**src/rtl/if_id_skid_buffer.sv**
```systemverilog
// if_id_skid_buffer
//   IF/ID pipeline boundary buffer with two entries (main + skid) and a
//   valid/ready handshake on both sides. ID can stall without IF losing the
//   instruction it handed over in the same cycle, and a synchronous flush
//   squashes every held entry on a taken branch/jump.
//
// Ports
//   i_clk        clock, rising edge
//   i_rst_n      synchronous reset, active low (overrides flush and transfers)
//   i_flush      squash all held entries; a same-cycle accept is discarded
//   i_valid      IF presents i_instr / i_pc_plus4
//   i_instr      fetched instruction
//   i_pc_plus4   PC+4 of the fetched instruction
//   o_ready      buffer can accept next cycle (registered)
//   o_valid      head entry valid for ID
//   o_instr      head instruction, 0 (NOP) when !o_valid
//   o_pc_plus4   head PC+4, 0 when !o_valid
//   o_imm16      o_instr[NB_IMM-1:0]
//   i_ready      ID consumes the head this cycle; low = stall
//   o_occupancy  number of entries held (0..2)
module if_id_skid_buffer #(
   parameter int unsigned NB_INSTR = 32,
   parameter int unsigned NB_PC    = 32,
   parameter int unsigned NB_IMM   = 16
) (
   input  logic                i_clk,
   input  logic                i_rst_n,
   input  logic                i_flush,
   input  logic                i_valid,
   input  logic [NB_INSTR-1:0] i_instr,
   input  logic [NB_PC-1:0]    i_pc_plus4,
   output logic                o_ready,
   output logic                o_valid,
   output logic [NB_INSTR-1:0] o_instr,
   output logic [NB_PC-1:0]    o_pc_plus4,
   output logic [NB_IMM-1:0]   o_imm16,
   input  logic                i_ready,
   output logic [1:0]          o_occupancy
);

   typedef enum logic [1:0] {
      EMPTY = 2'd0,
      ONE   = 2'd1,
      TWO   = 2'd2
   } state_t;

   state_t              state, state_next;
   logic                ready_q;
   logic [NB_INSTR-1:0] main_instr, skid_instr;
   logic [NB_PC-1:0]    main_pc, skid_pc;

   logic accept, consume;
   logic load_main_in, load_skid_in, load_main_skid;

   assign accept  = i_valid & ready_q;
   assign consume = (state != EMPTY) & i_ready;

   always_comb begin
      state_next     = state;
      load_main_in   = 1'b0;
      load_skid_in   = 1'b0;
      load_main_skid = 1'b0;
      case (state)
         EMPTY: begin
            if (accept) begin
               state_next   = ONE;
               load_main_in = 1'b1;
            end
         end
         ONE: begin
            if (accept && consume) begin
               load_main_in = 1'b1;
            end else if (accept) begin
               state_next   = TWO;
               load_skid_in = 1'b1;
            end else if (consume) begin
               state_next = EMPTY;
            end
         end
         TWO: begin
            // ready_q is low here, so nothing can be accepted
            if (consume) begin
               state_next     = ONE;
               load_main_skid = 1'b1;
            end
         end
         default: state_next = EMPTY;
      endcase
      // Flush wins over any transfer; the consume has already happened on ID's side
      if (i_flush) begin
         state_next     = EMPTY;
         load_main_in   = 1'b0;
         load_skid_in   = 1'b0;
         load_main_skid = 1'b0;
      end
   end

   always_ff @(posedge i_clk) begin
      if (!i_rst_n) begin
         state   <= EMPTY;
         ready_q <= 1'b1;
      end else begin
         state   <= state_next;
         ready_q <= (state_next != TWO);
      end
   end

   // Data only loads on an accept (which implies i_valid), so X on the
   // inputs while !i_valid never reaches the entries.
   always_ff @(posedge i_clk) begin
      if (!i_rst_n) begin
         main_instr <= '0;
         main_pc    <= '0;
         skid_instr <= '0;
         skid_pc    <= '0;
      end else begin
         if (load_main_in) begin
            main_instr <= i_instr;
            main_pc    <= i_pc_plus4;
         end else if (load_main_skid) begin
            main_instr <= skid_instr;
            main_pc    <= skid_pc;
         end
         if (load_skid_in) begin
            skid_instr <= i_instr;
            skid_pc    <= i_pc_plus4;
         end
      end
   end

   always_comb begin
      o_occupancy = 2'd0;
      case (state)
         ONE:     o_occupancy = 2'd1;
         TWO:     o_occupancy = 2'd2;
         default: o_occupancy = 2'd0;
      endcase
   end

   assign o_ready    = ready_q;
   assign o_valid    = (state != EMPTY);
   assign o_instr    = o_valid ? main_instr : '0;
   assign o_pc_plus4 = o_valid ? main_pc : '0;
   assign o_imm16    = o_instr[NB_IMM-1:0];

endmodule
```
**config.mk**
```make
export PLATFORM = sky130hd
export DESIGN_NAME = if_id_skid_buffer
export DESIGN_NICKNAME = d
export VERILOG_FILES = /design/src/rtl/if_id_skid_buffer.sv
export SDC_FILE = /design/constraint.sdc
export NUM_CORES = 1
export LEC_CHECK = 0
export CAP_MARGIN = 30
export CORE_ASPECT_RATIO = 1.25
export CORE_MARGIN = 8
export CORE_UTILIZATION = 40
export DETAILED_ROUTE_END_ITERATION = 8
export DONT_BUFFER_PORTS = 1
export PLACE_DENSITY = 0.51
export SKIP_CTS_REPAIR_TIMING = 1
export SYNTH_ARGS = -nofsm -noshare
export SYNTH_HDL_FRONTEND = slang
export SYNTH_SLANG_ARGS = --single-unit
```
**constraint.sdc**
```tcl
create_clock -name i_clk -period 3.4 [get_ports i_clk]
set_input_delay 1.02 -clock i_clk [delete_from_list [all_inputs] [get_ports i_clk]]
set_output_delay 1.02 -clock i_clk [all_outputs]
set_load 0.05 [all_outputs]
```
-- Yosys cells after proc, flatten, opt, wreduce, memory -nomap -nowiden
Index checks and enable logic that the tools add are counted.
- bits in registers: 131
- latch bits: 0
- RAM bits: 0
- ROM bits: 0
- bits of input ports: 69
- output and inout bits: 84
- logic and storage cells: 39
- memories: 0
- $add $sub $neg: 0
- multipliers: 0
- div/mod/pow operators: 0
- $lt $le $gt $ge: 0
- eq/ne operators: 3
- shift-type cells: 0
- mux-type cells: 24
- bitwise operators: 2
- reduce and logical (&&, ||, !) cells: 4
- operators by type and width (cell ; count):
    $mux W32 ; 6
    $mux W2 ; 6
    $mux W1 ; 9
    $pmux W2 S3 ; 1
    $pmux W2 S2 ; 1
    $reduce_bool A2 Y1 ; 2
    $and A1 B1 Y1 ; 2
    $eq A2 B1 Y1 const B ; 1
    $eq A2 B2 Y1 const B ; 1
    $logic_not A2 Y1 ; 1
    $ne A2 B2 Y1 const B ; 1
    $pmux W1 S2 ; 1
    $logic_and A1 B1 Y1 ; 1

-- Logic depth before layout (Yosys ltp)
Gate-level depths: netlist of the first run.
- depth in word-level cells: 8
- depth in mapped cells: 7
- mapped depth without buffers: 4

-- Least setup slack after synthesis of the first run
OpenSTA, ideal clock, no wires.
- path kind: register to output
- start point: register state[1]
- end point: output o_instr[10]
- arrival: 1970 ps
- data required time: 2380 ps
- setup slack: 410 ps
- stages on the path, launching flop included: 7
- buffers on the path: 4
- path through: dfxtp_1 -> buf_4 -> nor2_1 -> clkbuf_1 -> clkbuf_1 -> nor2b_1 -> buf_4
- cells in the longest elaborated chain, start to end: 2
- RTL lines (element ; RTL line ; RTL):
    from (decl) ; 47 ; state_t state, state_next;
    from (signal assigned) ; 103 ; state <= state_next;
    $reduce_bool A2 Y1 ; 141 ; assign o_valid = (state != EMPTY);
    $mux W32 ; 142 ; assign o_instr = o_valid ? main_instr : '0;
    to (decl) ; 34 ; output logic [NB_INSTR-1:0] o_instr,
Every way passes these cells.

-- Worst setup path in the final report of the first run
- start point: register state[1]
- end point: output o_pc_plus4[4]
- cells in the longest elaborated chain, start to end: 2
- RTL lines (element ; RTL line ; RTL):
    $reduce_bool A2 Y1 ; 141 ;
    $mux W32 ; 143 ; assign o_pc_plus4 = o_valid ? main_pc : '0;
    to (decl) ; 35 ; output logic [NB_PC-1:0] o_pc_plus4,
Every way passes these cells.

==> metrics.yaml, run 1 <==
synth_edf_count: 0
p_sw_uw: 864.6
die_x_um: 124.1
synth_cells: 743
hold_viol_final: 0
start_kind: "register"
cts.sinks: 131
ys_seq_area_share_pct: 44.87
hp-class: "register to register"
final_cell_count_no_fill: 950
comb_power_share_pct: 7.4
skew_ns: 0.005292
p_leak_uw: 0.002427
cap_violations: 0
antennaDiodeCount: 0
p_per_area_mw_per_mm2: 561.7
setup-violations-final: 0
cp-end-kind: "output pin"
overflow: 0
pwr-share-clk_pct: 50.2
yosysTopAreaCell: "dfxtp_1"
ios: 153
power.internal_uw: 2978
antenna_found_initial: 0
hpwlAfterDp_mm: 9.757
syn_area_sq_mm: 0.005844
drc: 0
timing.fmax_mhz: 355.8
peakVddDrop_uv: 308.6
min_period_ns: 2.811
drt_iter0_drc: 360
tritoncts: "built"
path_max_fanout: 33
clock_path_buffers: 2
grt_max_degree: 130
yosysUniqueCellTypes: 26
rsz0062_at_grt: "no"
cts_root_buf: "clkbuf_16"
vias: 5088
yosysMostFrequentCell: "nand2_1"
grt_first_pass_wirelength_mm: 24.96
final_area_sq_mm: 0.006840
dieHeight_um: 151.1
drt_wl_total_mm: 15.48
gp_congestion: 0.7449
first_pass_iters: 5
wl_per_cell_um: 16.30
clk_latency_ns: 0.41
ys.warnings.count: 0
cts_buffers: 17
tns_ns: 0
setup.worst_path.class: "register to output pin"
ys_seq_elements: 131
ys_top_cells_by_area: "dfxtp_1 (45%), nand2_1 (17%), a21boi_1 (7.7%)"
first_global_vias: 5055
vias_per_cell: 5.356
start_util_pct: 40.74
yosysTopAreaCellShare_pct: 44.87
worst_slack_ns: 0.5891
required_ns: 2.38
drive_gt1_share_pct: 16.58
fin_crit_sh_pct: 82.67
synth.avg_cell_area_sq_um: 7.866
nets: 829
num-fill-cells: 1397
swShare_pct: 22.50
p_seq_share_pct: 42.3
synth_ff_type: "dfxtp_1"
core_area_sq_mm: 0.01435
cp.arrival_ns: 1.79
relSlewSlack_pct: 59.66
port_buffers: 0
cts_max_level: 4
dp_cells: 919
die_area_sq_mm: 0.01876
placed_cell_area_sq_mm: 0.006215
tightest_slew_ns: 0.6051
rows: 49
ant_nets: 0
area_delta_synth_final_pct: 17.04
synthTopCellsByCount: "nand2_1 (258), dfxtp_1 (131), nor2b_1 (65)"
status: "finished clean"
path_clk_slew_ns: 0.05
place_ws_ns: 0.7495
synth_nets: 812
grt_use_total_pct: 16.83
maxSlewViolCount: 0
synthArstFlopShare_pct: 0
## metrics by stage
| stage | hold slack (ns) | power, uW | utilization, % |
|---|---|---|---|
| after global placement | 0.4400 | 1939 | 43.32 |
| after CTS | 0.4529 | 3890 | 47.68 |
| after detailed placement | 0.4452 | 1948 | 43.32 |
| final | 0.4497 | 3842 | 47.68 |
| after floorplan | 0.4353 | 1913 | - |
| after global routing | 0.4668 | 3981 | 47.68 |
## logic make-up after synthesis
logic type	Yosys count	synth area share [%]
simple gates	335	25.16
compound gates	195	20.98
flops	131	44.87
buf+inv	81	8.820
mux	1	0.1713
## worst max-delay path: stages, from the launching register on
cell	delay, ns
dfxtp_1	0.57
nor2_4	0.05
buf_4	0.28
nor2b_1	0.24
buf_4	0.24
## cells in the final DEF (no fill, tap or decap), types with 2 or more instances in the layout
master and instances:
a31oi_1 64, nand2b_1 3, a21boi_1 60, o21ai_0 35, clkinvlp_4 2, buf_4 74, buf_12 2, bufinv_16 4
nor2b_2 16, clkbuf_16 17, clkbuf_8 3, inv_1 3, nand2_1 258, a21boi_0 4, dfxtp_1 131, clkinv_2 4
o21ai_1 29, nor2b_1 49
## cell type report
class | count | area (sq um) | area share [%]
clock buffers | 21 | 470.5 | 6.878
clock inverters | 10 | 155.1 | 2.268
inverters | 3 | 11.26 | 0.1646
multi-input cells | 531 | 2763 | 40.39
flip-flops and latches | 131 | 2623 | 38.34
well taps | 178 | 222.7 | 3.256
repair buffers | 76 | 595.6 | 8.707
## metal layers
layer / track usage [%] / wire [um]
met5: 0 / 0
met2: 28.65 / 7569
met1: 18.63 / 6277
met3: 4.998 / 1296
met4: 8.229 / 340
## worst paths after layout
path / start / endpoint / slack (ns) / depth (start not counted)
hold / removal: skid_instr[22]$_SDFFE_PN0P_ / skid_instr[22]$_SDFFE_PN0P_ / 0.45 / 2
setup / recovery: state[1]$_SDFF_PN0_ / o_pc_plus4[4] / 0.59 / 4
hold reg to reg: skid_instr[22]$_SDFFE_PN0P_ / skid_instr[22]$_SDFFE_PN0P_ / 0.45 / 2
setup reg to reg: o_ready$_SDFF_PN1_ / main_pc[23]$_SDFFE_PN0P_ / 1.00 / 5
## power by group through the flow
stage | registers [uW] | clock network, uW | logic, uW
2_1_floorplan | 1650 | 0 | 263
3_3_place_gp | 1660 | 0 | 281
3_5_place_dp | 1660 | 0 | 289
4_1_cts | 1630 | 1970 | 290
5_1_grt | 1630 | 2030 | 313
6_report | 1630 | 1930 | 286
## registers in the layout, indices dropped and copies added, names as in the netlist
signal,cells
state,2
main_pc,32
skid_pc,32
main_instr,32
o_ready,1
skid_instr,32
(Power assumes the default switching activity.)
==> inputs of run 2 (changes only) <==
Clock period 3.4 ns to 2.9 ns, I/O delays scaled along.
==> run 2 against run 1 <==
- via count down 3.2%
- non-clock buffer count is 4 higher
- sequential cell count unchanged
- final cell count is 0.42% higher
- clock-buffer cell count unchanged
- hold slack better by 0.00087 ns
- combinational power is 18% higher
- critical path type unchanged
- utilization hardly changed
- setup slack lost 0.33 ns
==> metrics.yaml, run 2 (synthesized netlist as in run 1, its figures left out) <==
swShare_pct: 22.68  # +0.18 points
antenna_found_initial: 0  # unchanged
power.internal_uw: 3407  # +14%
cpLargestDelayFamily: "buffers and inverters"
rows: 49  # unchanged
r2r_slack_ns: 0.86  # -0.14 ns
drt_wl_total_mm: 15.04  # -2.9%
area_delta_synth_final_pct: 17.06  # about the same
relSlewSlack_pct: 48.54  # -11 points
setup-violations-final: 0  # unchanged
skew_ns: 0.005441  # +0.0001492 ns
slowest_stage: "nor2_4"
timing.rr.end: "skid_pc[1]$_SDFFE_PN0P_"
gp_congestion: 0.7427  # -0.30%
cp.arrival_ns: 1.77  # -0.02 ns
pwr-share-clk_pct: 49.1  # -1.1 points
ant_nets: 0  # unchanged
tritoncts: "built"
min_to: "skid_instr[2]$_SDFFE_PN0P_"
vias_per_cell: 5.164  # -3.6%
hold_start: "skid_instr[2]$_SDFFE_PN0P_"
grt_use_total_pct: 16.42  # -0.41 points
comb_power_share_pct: 7.7  # +0.3 points
drive_gt1_share_pct: 17.01  # +0.43 points
status: "finished clean"
p_seq_share_pct: 43.3  # +1.0 points
drc: 0  # unchanged
port_buffers: 0  # unchanged
critical_path_buf_inv_count: 2  # unchanged
cts_max_level: 4  # unchanged
p_sw_uw: 999.4  # +16%
max_stage_delay_ns: 0.43  # -0.14 ns
clk_latency_ns: 0.41  # about the same
peakVddDrop_uv: 333.5  # +8.1%
ios: 153  # unchanged
first_global_vias: 4760  # -5.8%
die_area_sq_mm: 0.01876  # unchanged
r2r_cells: 6  # +1
multi_input_area_sq_mm: 0.002763  # unchanged
overflow: 0  # unchanged
nets: 833  # +0.48%
maxSlewViolCount: 0  # unchanged
placed_cell_area_sq_mm: 0.006240  # +0.40%
wl_per_cell_um: 15.77  # -3.3%
tightest_slew_ns: 0.7718  # +0.1667 ns
p_per_area_mw_per_mm2: 644.1  # +15%
fin_crit_sh_pct: 90.94
path_max_fanout: 14  # -58%
cp-end-kind: "output pin"
hold_viol_final: 0  # unchanged
dp_cells: 923  # +0.44%
timing.fmax_mhz: 379.2
antennaDiodeCount: 0  # unchanged
cts_root_buf: "clkbuf_16"
final_cell_count_no_fill: 954  # +0.42%
drt_iter0_drc: 265  # -26%
first_pass_iters: 5  # unchanged
path_clk_slew_ns: 0.05  # about the same
start_util_pct: 40.74  # unchanged
min_period_ns: 2.637
grt_max_degree: 130  # unchanged
hp-class: "register to register"
dieHeight_um: 151.1  # unchanged
vias: 4926  # -3.2%
final_area_sq_mm: 0.006842  # about the same
worstReg2RegStart: "o_ready$_SDFF_PN1_"
cp_cell_sequence: "nor2_4 -> buf_4 -> nor2b_2 -> buf_4"
hpwlAfterDp_mm: 9.419  # -3.5%
start_kind: "register"
ff_latch_area_sq_mm: 0.002623  # unchanged
rsz0062_at_grt: "no"
die_x_um: 124.1  # unchanged
cts_buffers: 17  # unchanged
required_ns: 2.03  # -0.35 ns
cap_violations: 0  # unchanged
layout_common_cells: "nand2_1 (258), dfxtp_1 (131), buf_4 (79), a31oi_1 (64), a21boi_1 (60)"
crit_top_cell: "buf_4"
core_area_sq_mm: 0.01435  # unchanged
num-fill-cells: 1409  # +0.86%
final_common_cell: "nand2_1"
setup.worst_path.class: "register to output pin"
tns_ns: 0  # unchanged
p_leak_uw: 0.002437  # +0.41%
clock_path_buffers: 2  # unchanged
grt_first_pass_wirelength_mm: 24.20  # -3.1%
cts.sinks: 131  # unchanged
holdPathStages: 2  # unchanged
==> run 2: worst max-delay path by stage <==
stage	from	endpoint	slack, ns	cells after the start
finish	state[0]$_SDFF_PN0_	o_imm16[10]	0.26	4
floorplan	state[1]$_SDFF_PN0_	o_instr[10]	0.06	6
global placement	state[0]$_SDFF_PN0_	o_pc_plus4[4]	0.21	4
global route	state[0]$_SDFF_PN0_	o_pc_plus4[4]	0.16	4
CTS	state[0]$_SDFF_PN0_	o_pc_plus4[4]	0.18	4
detailed placement	i_ready	skid_pc[18]$_SDFFE_PN0P_	0.48	5
==> run 2: metrics by stage <==
step | power [uW] | hold slack, ns | setup slack, ns | utilization [%]
finish | 4407 | 0.4506 | 0.2627 | 47.69
global route | 4582 | 0.4687 | 0.1555 | 47.69
CTS | 4467 | 0.4527 | 0.1823 | 47.69
detailed placement | 2287 | 0.4451 | 0.4778 | 43.49
global placement | 2273 | 0.4401 | 0.2054 | 43.30
floorplan | 2243 | 0.4353 | 0.05999 | -
==> run 2: metal layers <==
metal / vias to the layer above / share of wire (%) / track usage, %
met5: - / 0 / 0
met4: 0 / 1.2 / 5.903
met3: 12 / 8.0 / 5.744
met2: 144 / 49 / 27.37
met1: 2281 / 42 / 18.96
li1: 2489 / - / -
==> run 2: final cells by class <==
class	count	area share, %
clock inverters	10	1.920
well taps	178	3.255
multi-input cells	531	40.38
repair buffers	80	9.071
clock buffers	21	6.876
flip-flops and latches	131	38.33
inverters	3	0.1646
==> run 2: tightest hold or removal path: stages, from the launching register on <==
cell	delay, ns
dfxtp_1	0.30
nand2_1	0.05
a21boi_1	0.05
==> run 2: power by group through the flow <==
stage                     clock, uW  combinational, uW  sequential, uW
final                          2160                338            1910
after global routing           2300                370            1920
after floorplan                   0                308            1930
after CTS                      2220                342            1910
after global placement            0                328            1950
after detailed placement          0                342            1940
